**src/rtl/debouncer_pkg.sv**
```systemverilog
// debouncer_pkg: shared defaults and counter sizing for input_debouncer.
package debouncer_pkg;
    localparam int DEFAULT_STABLE_CYCLES = 4;
    localparam int DEFAULT_SYNC_STAGES = 2;
    function automatic int cnt_width(input int n);
        return ($clog2(n + 1) > 1) ? $clog2(n + 1) : 1;
    endfunction
endpackage

```
**src/rtl/bit_synchronizer.sv**
```systemverilog
// bit_synchronizer: plain flop chain bringing an asynchronous bit into the clk domain.
module bit_synchronizer
    import debouncer_pkg::*;
#(
    parameter int   STAGES      = DEFAULT_SYNC_STAGES,
    parameter logic RESET_VALUE = 1'b0
) (
    input  logic clk,
    input  logic rst,
    input  logic d,
    output logic q
);
    logic [STAGES-1:0] r_sync;
    always_ff @(posedge clk) begin
        if (rst) r_sync <= {STAGES{RESET_VALUE}};
        else     r_sync <= {r_sync[STAGES-2:0], d};
    end
    assign q = r_sync[STAGES-1];
endmodule

```
**src/rtl/input_debouncer.sv**
```systemverilog
// input_debouncer: synchronizer plus saturating stability counter; define
// DEBOUNCER_EDGE_PULSE_EN to add registered one-cycle rise/fall pulses.
module input_debouncer
    import debouncer_pkg::*;
#(
    parameter int   STABLE_CYCLES = DEFAULT_STABLE_CYCLES,
    parameter int   SYNC_STAGES   = DEFAULT_SYNC_STAGES,
    parameter logic RESET_VALUE   = 1'b0
) (
    input  logic clk,
    input  logic rst,
    input  logic in,
    output logic out
`ifdef DEBOUNCER_EDGE_PULSE_EN
    ,
    output logic rise,
    output logic fall
`endif
);
    localparam int CW = cnt_width(STABLE_CYCLES);
    localparam logic [CW-1:0] LAST = CW'(STABLE_CYCLES - 1);
    if (STABLE_CYCLES < 1 || SYNC_STAGES < 2) begin : g_bad_params
        $error("input_debouncer: STABLE_CYCLES must be >= 1 and SYNC_STAGES >= 2");
    end
    logic          w_sync_q;
    logic          w_differ;
    logic          w_done;
    logic          w_next_out;
    logic [CW-1:0] w_next_cnt;
    logic [CW-1:0] r_cnt;
    logic          r_out;
    bit_synchronizer #(.STAGES(SYNC_STAGES), .RESET_VALUE(RESET_VALUE)) u_sync (
        .clk(clk),
        .rst(rst),
        .d  (in),
        .q  (w_sync_q)
    );
    // Any cycle where the level matches out restarts stability counting from 0.
    always_comb begin
        w_differ   = w_sync_q != r_out;
        w_done     = w_differ && r_cnt == LAST;
        w_next_cnt = (!w_differ || w_done) ? '0 : r_cnt + CW'(1);
        w_next_out = w_done ? w_sync_q : r_out;
    end
    always_ff @(posedge clk) begin
        if (rst) begin
            r_out <= RESET_VALUE;
            r_cnt <= '0;
        end else begin
            r_out <= w_next_out;
            r_cnt <= w_next_cnt;
        end
    end
    assign out = r_out;
`ifdef DEBOUNCER_EDGE_PULSE_EN
    logic r_rise;
    logic r_fall;
    always_ff @(posedge clk) begin
        if (rst) begin
            r_rise <= 1'b0;
            r_fall <= 1'b0;
        end else begin
            r_rise <= w_done && w_sync_q;
            r_fall <= w_done && !w_sync_q;
        end
    end
    assign rise = r_rise;
    assign fall = r_fall;
`endif
endmodule

```
**config.mk**
```make
export PLATFORM = sky130hd
export DESIGN_NAME = input_debouncer
export DESIGN_NICKNAME = d
export VERILOG_FILES = /design/src/rtl/debouncer_pkg.sv /design/src/rtl/bit_synchronizer.sv /design/src/rtl/input_debouncer.sv
export SDC_FILE = /design/constraint.sdc
export NUM_CORES = 1
export LEC_CHECK = 0
export ABC_AREA = 1
export CORE_AREA = 3 3 40 42
export CTS_CLUSTER_SIZE = 30
export DETAILED_ROUTE_END_ITERATION = 10
export DIE_AREA = 0 0 43 45
export GPL_TIMING_DRIVEN = 0
export SLEW_MARGIN = 40
export SYNTH_ARGS = -nofsm -noshare
export SYNTH_HDL_FRONTEND = slang
export SYNTH_HIERARCHICAL = 1
export SYNTH_SLANG_ARGS = --single-unit
```
**constraint.sdc**
```tcl
create_clock -name clk -period 1 [get_ports clk]
set_clock_uncertainty 0.05 [all_clocks]
set_input_delay 0.25 -clock clk [delete_from_list [all_inputs] [get_ports clk]]
set_output_delay 0.25 -clock clk [all_outputs]
set_load 0.005 [all_outputs]
```
==> results of run 1 <==
how the worst min path moves through the flow:
stage | startpoint | end | slack [ps] | cells after the start
floorplan | rst | u_sync/r_sync[0] | 270 | 1
global placement | u_sync/r_sync[0] | u_sync/r_sync[1] | 340 | 2
detailed placement | u_sync/r_sync[0] | u_sync/r_sync[1] | 350 | 2
CTS | u_sync/r_sync[0] | u_sync/r_sync[1] | 350 | 2
global route | u_sync/r_sync[0] | u_sync/r_sync[1] | 370 | 2
finish | u_sync/r_sync[0] | u_sync/r_sync[1] | 350 | 2
cell families after synthesis:
kind of cell,count (synthesis),share of synthesized area [%]
adder cells (fa/ha/maj),2,11.0
flip-flops,6,53.0
AND/OR/NAND/NOR,12,24.3
buffers and inverters,7,11.6
per-stage QoR:
step / area [um^2] / TNS (ps) / hold slack [ps]
after floorplan: 231 / 0 / 271
after global placement: 280 / -734 / 339
after detailed placement: 280 / -794 / 346
after CTS: 328 / -120 / 352
after global routing: 334 / -259 / 365
final: 334 / -49.7 / 352
power groups by stage:
| stage | Clock (mW) | Combinational [mW] | Sequential, mW |
|---|---|---|---|
| after detailed placement | 0 | 0.0195 | 0.252 |
| after CTS | 0.232 | 0.0199 | 0.248 |
| after global routing | 0.247 | 0.0242 | 0.248 |
| after global placement | 0 | 0.0189 | 0.252 |
| after floorplan | 0 | 0.00869 | 0.251 |
| final | 0.217 | 0.0213 | 0.248 |
synth_stat cells, drive strengths merged:
cell type	instances	area (um^2)
nand2	2	7.51
ha	2	25.0
nor2	8	32.5
dfxtp	6	120
nand3	1	10.0
nor3	1	5.00
inv	7	26.3
per-layer routing:
layer  vias to the layer above  wire length, um  share of wire (%)
met5                         -                0                  0
met4                         0                0                  0
met3                         0               26                8.4
met2                         4              133                 43
met1                        76              148                 48
li1                         92                -                  -
flip-flops by register name (all words and copies together) (netlist names):
register and count:
out 1, r_cnt 3, u_sync/r_sync 2
layout make-up:
| class | instances | area share (%) |
|---|---|---|
| clock buffers | 3 | 6.74 |
| inverters | 7 | 7.87 |
| multi-input cells | 14 | 33.0 |
| flip-flops and latches | 6 | 37.1 |
| well taps | 15 | 5.62 |
| repair buffers | 4 | 9.74 |
worst max-delay path, delay by kind of cell, from the launching register on:
kind | cells | cell delay [ps]
simple gates | 3 | 260
fa+ha+maj | 2 | 320
flops | 1 | 330
repair_timing:
item / in CTS / in global routing
buffers inserted: 1 / 0
endpoints found under the hold margin: 0 / 0
endpoints found under the setup margin: 5 / 4
pin swaps: 3 / 4
gates resized for setup: 8 / 2
==> flow_metrics.py, run 1 <==
metrics = {
    "run_status": {
        "status": "finished, violations left",
        "violations": "negative setup slack",
    },
    "critical_path": {
        "r2r_slack_ps": -20,
        "rr_startpoint": "r_cnt[0]",
        "crit_end": "r_cnt[0]",
        "cp_slowest_cell": "dfxtp_2",
        "path_max_fanout": 3,
        "ff2ff_path_depth": 5,
        "cp-start-kind": "flop",
        "critPathMaxStageDelay_ps": 330,
        "crit_top_cell": "ha_4",
        "worstSetupEndpointType": "flop",
        "crit_path_start": "r_cnt[0]",
        "path_cells": "ha_4 > ha_4 > nor2_4 > nand3_2 > nor2_1",
        "required_ps": 1120,
        "path_class": "reg -> reg",
        "r2r_end": "r_cnt[0]",
        "crit_arrival_ps": 1140,
    },
    "timing": {
        "fmax_ghz": 0.976,
        "post-route-min-period_ps": 1020,
        "setup_slack_ps": -24.1,
        "rsz0062_at_grt": "true",
        "finalHoldViolCount": 0,
        "finalSetupViolations": 3,
        "tightestPinTransition_ps": 195,
        "slew_violations": 0,
        "maxSlewHeadroom_pct": 87.0,
        "period_share_pct": 102,
    },
    "grt": {
        "met1_usage_pct": 4.85,
        "grt_max_degree": 5,
        "grt.busiest_layer": "met4",
        "gr-usage-met2_pct": 5.69,
        "grt_use_met3_pct": 1.59,
        "grt_pass1_wl_um": 600,
        "antenna_found_initial": 0,
        "grt_pass1_vias": 163,
        "grt-ovfl-total": 0,
        "grt_usage_pct": 4.84,
    },
    "die": {
        "start_util_pct": 17.6,
        "dieArea_mm2": 0.00194,
        "die_h_um": 45,
        "fp.dieW_um": 43,
        "ios": 4,
        "core.rowCount": 13,
        "coreArea_mm2": 0.00128,
    },
    "power": {
        "power_frac_clock_pct": 44.6,
        "p_leak_nw": 0.135,
        "p_total_uw": 486,
        "seqPwrFrac_pct": 51.0,
        "combinationalPowerShare_pct": 4.4,
        "p_sw_share_pct": 19.1,
        "powerDensity_mw_per_mm2": 1450,
        "p_int_uw": 393,
        "power_switching_uw": 92.8,
        "peakVddDrop_mv": 0.572,
    },
    "cells_and_area": {
        "multiInputGateArea_um2": 110,
        "fillers": 144,
        "seq_area_um2": 124,
        "mostFrequentLayoutCells": "7 x inv_1, 7 x nor2_1, 3 x clkbuf_4, 3 x dfxtp_2, 3 x dfxtp_1",
        "nNetsFinal": 41,
        "synthToLayoutAreaGrowth_pct": 47.5,
        "fin_util_pct": 26.0,
        "drive_above_1_share_pct": 35.3,
        "n_antenna_cell": 0,
        "fin_cells": 49,
    },
    "clock_network": {
        "cts_buffers": 3,
        "clockBufferDepth": 2,
        "cts_max_level": 1,
        "cts_tree": "built",
        "clkLatencyLatePin_ps": 240,
        "cts_sinks": 6,
        "cts_root_buf": "clkbuf_4",
        "path_clk_slew_ps": 40,
        "ctsHoldBuffers": 0,
    },
    "placement": {
        "numPlacedInstances": 45,
        "gp_congestion": 0.625,
        "io_buffers": 3,
        "preCtsSetupSlack_ps": -180,
        "dp_hpwl_um": 223,
    },
    "logic_synthesis": {
        "yosysWarnings": 6,
        "synthCells": 27,
        "synth.cell_area_um2": 226,
        "avgSynthCellArea_um2": 8.39,
        "synth_cell_type_count": 8,
        "yosys_register_bits": 6,
        "syn-num-nets": 32,
        "ys_seq_area_share_pct": 53.0,
    },
    "detailed_routing": {
        "dr.pass1.iters": 2,
        "post-route-drc-count": 0,
        "wl_um": 309,
        "first_iter_violations": 1,
        "via_per_inst": 3.51,
        "drtAntennaViolNets": 0,
        "vias": 172,
        "wl_per_cell_um": 6.31,
    },
    "job": {
        "maxCapViolations": 0,
    },
    "worst_hold_path": {
        "hold_class": "reg -> reg",
    },
}
Note: power is estimated with default switching activity, not from simulation.
==> run 2, diff against run 1 <==
ABC_AREA = default   (was 1)
==> run 2 against run 1 <==
Combinational power up 12%. Clock power up 3%. Register-to-register slack about the same. Critical path type unchanged. Worst hold slack better by 27 ps. Synthesized cell count down 37%. The flow still finishes with violations (negative setup slack). Non-clock buffer count unchanged. Critical path depth down 1. Cell area up 7.1%. Power up 2.1%.
==> flow_metrics.py, run 2 <==
metrics = {
    "critical_path": {
        "rr_startpoint": "r_cnt[0]",
        "cp-start-kind": "flop",
        "worstSetupEndpointType": "flop",
        "path_max_fanout": 4,
        "required_ps": 1070,
        "path_class": "reg -> reg",
        "r2r_slack_ps": -40,
        "crit_arrival_ps": 1110,
        "ff2ff_path_depth": 4,
        "r2r_end": "out",
    },
    "clock_network": {
        "clkLatencyLatePin_ps": 250,
        "cts_sinks": 6,
        "path_clk_slew_ps": 50,
        "clockBufferDepth": 2,
        "ctsHoldBuffers": 0,
        "cts_tree": "built",
        "cts_root_buf": "clkbuf_4",
        "cts_max_level": 1,
        "cts_buffers": 3,
    },
    "die": {
        "coreArea_mm2": 0.00128,
        "die_h_um": 45,
        "ios": 4,
        "core.rowCount": 13,
        "fp.dieW_um": 43,
        "start_util_pct": 16.5,
        "dieArea_mm2": 0.00194,
    },
    "cells_and_area": {
        "drive_above_1_share_pct": 54.2,
        "fin_util_pct": 27.8,
        "n_antenna_cell": 0,
        "largest_register": "r_cnt",
        "fin_cells": 39,
        "mostFrequentLayoutCells": "3 x clkbuf_4, 3 x dfxtp_2, 3 x dfxtp_1",
        "fin_area_um2": 358,
        "fillers": 137,
        "synthToLayoutAreaGrowth_pct": 69.2,
        "nNetsFinal": 31,
        "largest_register_ffs": 3,
    },
    "logic_synthesis": {
        "synthCells": 17,
        "avgSynthCellArea_um2": 12.4,
        "yosys_register_bits": 6,
        "yosysMostFrequentCell": "dfxtp_1",
        "synth_commonest_cells": "6 x dfxtp_1, 2 x ha_1, 2 x nor2b_1, 2 x nor4_1",
        "syn-num-nets": 22,
        "yosysTopAreaCell": "dfxtp_1",
        "yosysWarnings": 6,
        "synth_edf_count": 0,
        "synth.area.top_cells": "dfxtp_1 57%, ha_1 12%, nor4b_2 7.1%",
        "ys_seq_area_share_pct": 56.8,
        "synth.cell_area_um2": 211,
        "synthFlopType": "dfxtp_1",
        "synthArstFlopShare_pct": 0,
        "synth_top_cell_area_share_pct": 56.8,
        "synth_cell_type_count": 9,
    },
    "grt": {
        "grt_pass1_wl_um": 655,
        "grt_usage_pct": 5.51,
        "grt-ovfl-total": 0,
        "antenna_found_initial": 0,
        "grt_pass1_vias": 160,
        "grt_max_degree": 7,
    },
    "placement": {
        "gp_congestion": 0.591,
        "io_buffers": 3,
        "preCtsSetupSlack_ps": -235,
        "dpl-instance-area_um2": 288,
        "numPlacedInstances": 35,
    },
    "timing": {
        "post-route-min-period_ps": 1040,
        "period_share_pct": 104,
        "maxSlewHeadroom_pct": 81.5,
        "slew_violations": 0,
        "finalSetupViolations": 4,
        "finalHoldViolCount": 0,
        "setup_slack_ps": -39.0,
        "rsz0062_at_grt": "true",
        "fmax_ghz": 0.962,
        "whs_ps": 379,
        "totalNegativeSetupSlack_ps": -84.0,
        "tightestPinTransition_ps": 277,
    },
    "power": {
        "powerDensity_mw_per_mm2": 1390,
        "peakVddDrop_mv": 0.657,
        "p_total_uw": 496,
        "p_leak_nw": 0.115,
    },
    "worst_hold_path": {
        "hold_class": "reg -> reg",
        "min_to": "r_cnt[0]",
        "hold_path_depth": 1,
        "worstHoldStart": "r_cnt[0]",
    },
    "detailed_routing": {
        "post-route-drc-count": 0,
        "first_iter_violations": 0,
        "dr.pass1.iters": 1,
        "vias": 154,
        "via_per_inst": 3.95,
        "drtAntennaViolNets": 0,
        "wl_um": 362,
        "wl_per_cell_um": 9.28,
    },
    "job": {
        "maxCapViolations": 0,
    },
    "run_status": {
        "status": "finished, violations left",
        "violations": "negative setup slack",
    },
}
## run 2: changes by cell type in the layout (fill, tap and decap cells not counted), sizes merged, moves of 2 or more
cell	before	now
nand2	2	0
inv	7	1
nor2	8	1
nor2b	0	2
nor4	0	2
## run 2: layout make-up
class                           count  area [um^2]  share of cell area, %
Clock buffer                        3         22.5                   6.29
Inverter                            1         3.75                   1.05
Multi-Input combinational cell     10          146                   40.9
Sequential cell                     6          124                   34.6
Tap cell                           15         18.8                   5.24
Timing Repair Buffer                4         42.5                   11.9
## run 2: critical path, stage by stage (launching register included)
cell and delay [ps]:
dfxtp_2 340, ha_4 130, ha_4 160, mux2i_1 190, nor2_1 50
## run 2: logic make-up after synthesis
family	after synthesis	synth area share [%]
mux	1	4.73
simple gates	6	20.7
buf+inv	1	1.77
flops	6	56.8
fa+ha+maj	2	11.8
xor+xnor	1	4.14
## run 2: worst max-delay path by stage
stage          cells past startpoint        to  startpoint
4_1_cts                            4       out    r_cnt[0]
2_1_floorplan                      3  r_cnt[2]    r_cnt[0]
6_report                           4       out    r_cnt[0]
3_5_place_dp                       2  r_cnt[1]         rst
3_3_place_gp                       2  r_cnt[2]         rst
5_1_grt                            4       out    r_cnt[0]
## run 2: what timing repair did
action | CTS | global route
pin swaps | 3 | 0
buffers inserted | 1 | 0
gates resized for setup | 9 | 2
setup endpoints to repair | 5 | 5
## run 2: per-layer routing
| layer | wire (um) | GRT usage (%) | up-vias | part of all wire, % |
|---|---|---|---|---|
| met4 | 29 | 9.04 | 0 | 8.0 |
| met2 | 186 | 8.38 | 6 | 51 |
| met1 | 121 | 4.13 | 71 | 33 |
| met3 | 25 | 2.39 | 4 | 6.9 |
| met5 | 0 | 0 | - | 0 |
| li1 | - | - | 73 | - |
## run 2: power by group
group / total, mW / internal [mW] / switching, mW / leakage [nW]
sequential: 0.250 / 0.245 / 0.00435 / 0.0503
combinational: 0.0239 / 0.0152 / 0.00869 / 0.0505
clock: 0.223 / 0.136 / 0.0869 / 0.0138
==> run 3, diff against run 2 <==
ABC_CLOCK_PERIOD_IN_PS = 1000   (was default)
GPL_TIMING_DRIVEN = default   (was 0)
==> run 3 against run 2 <==
The flow still finishes with violations (negative setup slack). Flip-flop and latch count is the same. Fmax grew 0.19%. Worst setup slack gained 1.9 ps.
==> flow_metrics.py, run 3 (synthesis gave the netlist of run 2 again) <==
metrics = {
    "cells_and_area": {
        "drive_above_1_share_pct": 50.0,
        "fin_cells": 39,
        "mostFrequentLayoutCells": "3 x clkbuf_4, 3 x dfxtp_2, 3 x dfxtp_1",
        "synthToLayoutAreaGrowth_pct": 54.4,
        "fin_area_um2": 327,
        "fillers": 135,
        "nNetsFinal": 31,
        "n_antenna_cell": 0,
        "largest_register": "r_cnt",
        "largest_register_ffs": 3,
    },
    "detailed_routing": {
        "dr.pass1.iters": 2,
        "via_per_inst": 4.03,
        "vias": 157,
        "wl_um": 356,
        "drtAntennaViolNets": 0,
        "post-route-drc-count": 0,
        "first_iter_violations": 1,
        "wl_met3_um": 29,
        "m1WireLength_um": 141,
        "wl_per_cell_um": 9.13,
        "met2_length_um": 176,
        "top_layer_used": "met4",
    },
    "worst_hold_path": {
        "hold_class": "reg -> reg",
    },
    "critical_path": {
        "worstSetupEndpointType": "flop",
        "path_max_fanout": 4,
        "path_cells": "ha_4 > ha_4 > nor4_2",
        "critPathMaxStageDelay_ps": 330,
        "crit_arrival_ps": 1130,
        "crit_top_cell": "ha_4",
        "path_class": "reg -> reg",
        "required_ps": 1100,
        "cp-start-kind": "flop",
        "cp_slowest_cell": "dfxtp_2",
    },
    "timing": {
        "finalHoldViolCount": 0,
        "setup_slack_ps": -37.1,
        "post-route-min-period_ps": 1040,
        "slew_violations": 0,
        "fmax_ghz": 0.964,
        "period_share_pct": 104,
        "finalSetupViolations": 4,
        "rsz0062_at_grt": "true",
        "tightestPinTransition_ps": 351,
        "maxSlewHeadroom_pct": 76.5,
        "totalNegativeSetupSlack_ps": -118,
    },
    "clock_network": {
        "cts_max_level": 1,
        "cts_sinks": 6,
        "cts_buffers": 3,
        "cts_tree": "built",
        "path_clk_slew_ps": 40,
        "clockBufferDepth": 2,
        "clkLatencyLatePin_ps": 240,
        "ctsHoldBuffers": 0,
        "cts_root_buf": "clkbuf_4",
    },
    "grt": {
        "antenna_found_initial": 0,
        "grt_pass1_wl_um": 655,
        "grt_pass1_vias": 161,
        "grt_max_degree": 7,
        "grt-ovfl-total": 0,
        "grt_usage_pct": 5.33,
    },
    "job": {
        "maxCapViolations": 0,
    },
    "run_status": {
        "violations": "negative setup slack",
        "status": "finished, violations left",
    },
    "placement": {
        "numPlacedInstances": 35,
        "io_buffers": 3,
        "dpl-instance-area_um2": 288,
        "gp_congestion": 0.580,
    },
    "power": {
        "powerDensity_mw_per_mm2": 1500,
        "p_leak_nw": 0.110,
        "p_total_uw": 490,
        "peakVddDrop_mv": 0.688,
    },
    "die": {
        "ios": 4,
        "fp.dieW_um": 43,
        "dieArea_mm2": 0.00194,
        "core.rowCount": 13,
        "die_h_um": 45,
        "start_util_pct": 16.5,
        "coreArea_mm2": 0.00128,
    },
}
-- run 3: layout make-up --
class	instances	area, um^2	share of cell area [%]
Sequential cell	6	124	37.9
Inverter	1	3.75	1.15
Clock buffer	3	22.5	6.90
Timing Repair Buffer	4	38.8	11.9
Multi-Input combinational cell	10	119	36.4
Tap cell	15	18.8	5.75
-- run 3: worst paths after layout --
| path | slack [ps] | depth (start not counted) | start | to |
|---|---|---|---|---|
| worst max register to register | -40 | 3 | r_cnt[0] | r_cnt[0] |
| worst min register to register | 390 | 1 | u_sync/r_sync[0] | u_sync/r_sync[1] |
| worst max-delay path | -40 | 3 | r_cnt[0] | r_cnt[0] |
| worst min-delay path | 390 | 1 | u_sync/r_sync[0] | u_sync/r_sync[1] |
-- run 3: routing by layer --
metal | vias up | GRT usage, %
li1 | 74 | -
met1 | 75 | 4.58
met2 | 6 | 8.08
met3 | 2 | 3.59
met4 | 0 | 5.42
met5 | - | 0
-- run 3: worst max-delay path, delay by kind of cell (launching register included) --
kind / cells / cell delay (ps)
adder cells (fa/ha/maj): 2 / 330
flip-flops: 1 / 330
AND/OR/NAND/NOR: 1 / 240
-- run 3: where the power goes --
| part | total [mW] | internal (mW) | switching [mW] | leakage (nW) |
|---|---|---|---|---|
| Sequential | 0.248 | 0.245 | 0.00258 | 0.0503 |
| Combinational | 0.0207 | 0.0127 | 0.00797 | 0.0463 |
| Clock | 0.221 | 0.136 | 0.0856 | 0.0138 |
-- run 3: through the flow --
stage | utilization [%] | setup WS [ps] | hold WS, ps
floorplan | - | -1.62 | 267
finish | 25.4 | -37.1 | 394
global route | 25.4 | -123 | 414
global placement | 22.4 | -175 | 371
CTS | 24.9 | -40.3 | 401
detailed placement | 22.4 | -216 | 378
-- run 3: timing repair --
item / CTS / global route
gates resized for setup: 6 / 1
pin swaps: 2 / 0
setup buffers: 1 / 0
setup endpoints to repair: 5 / 5
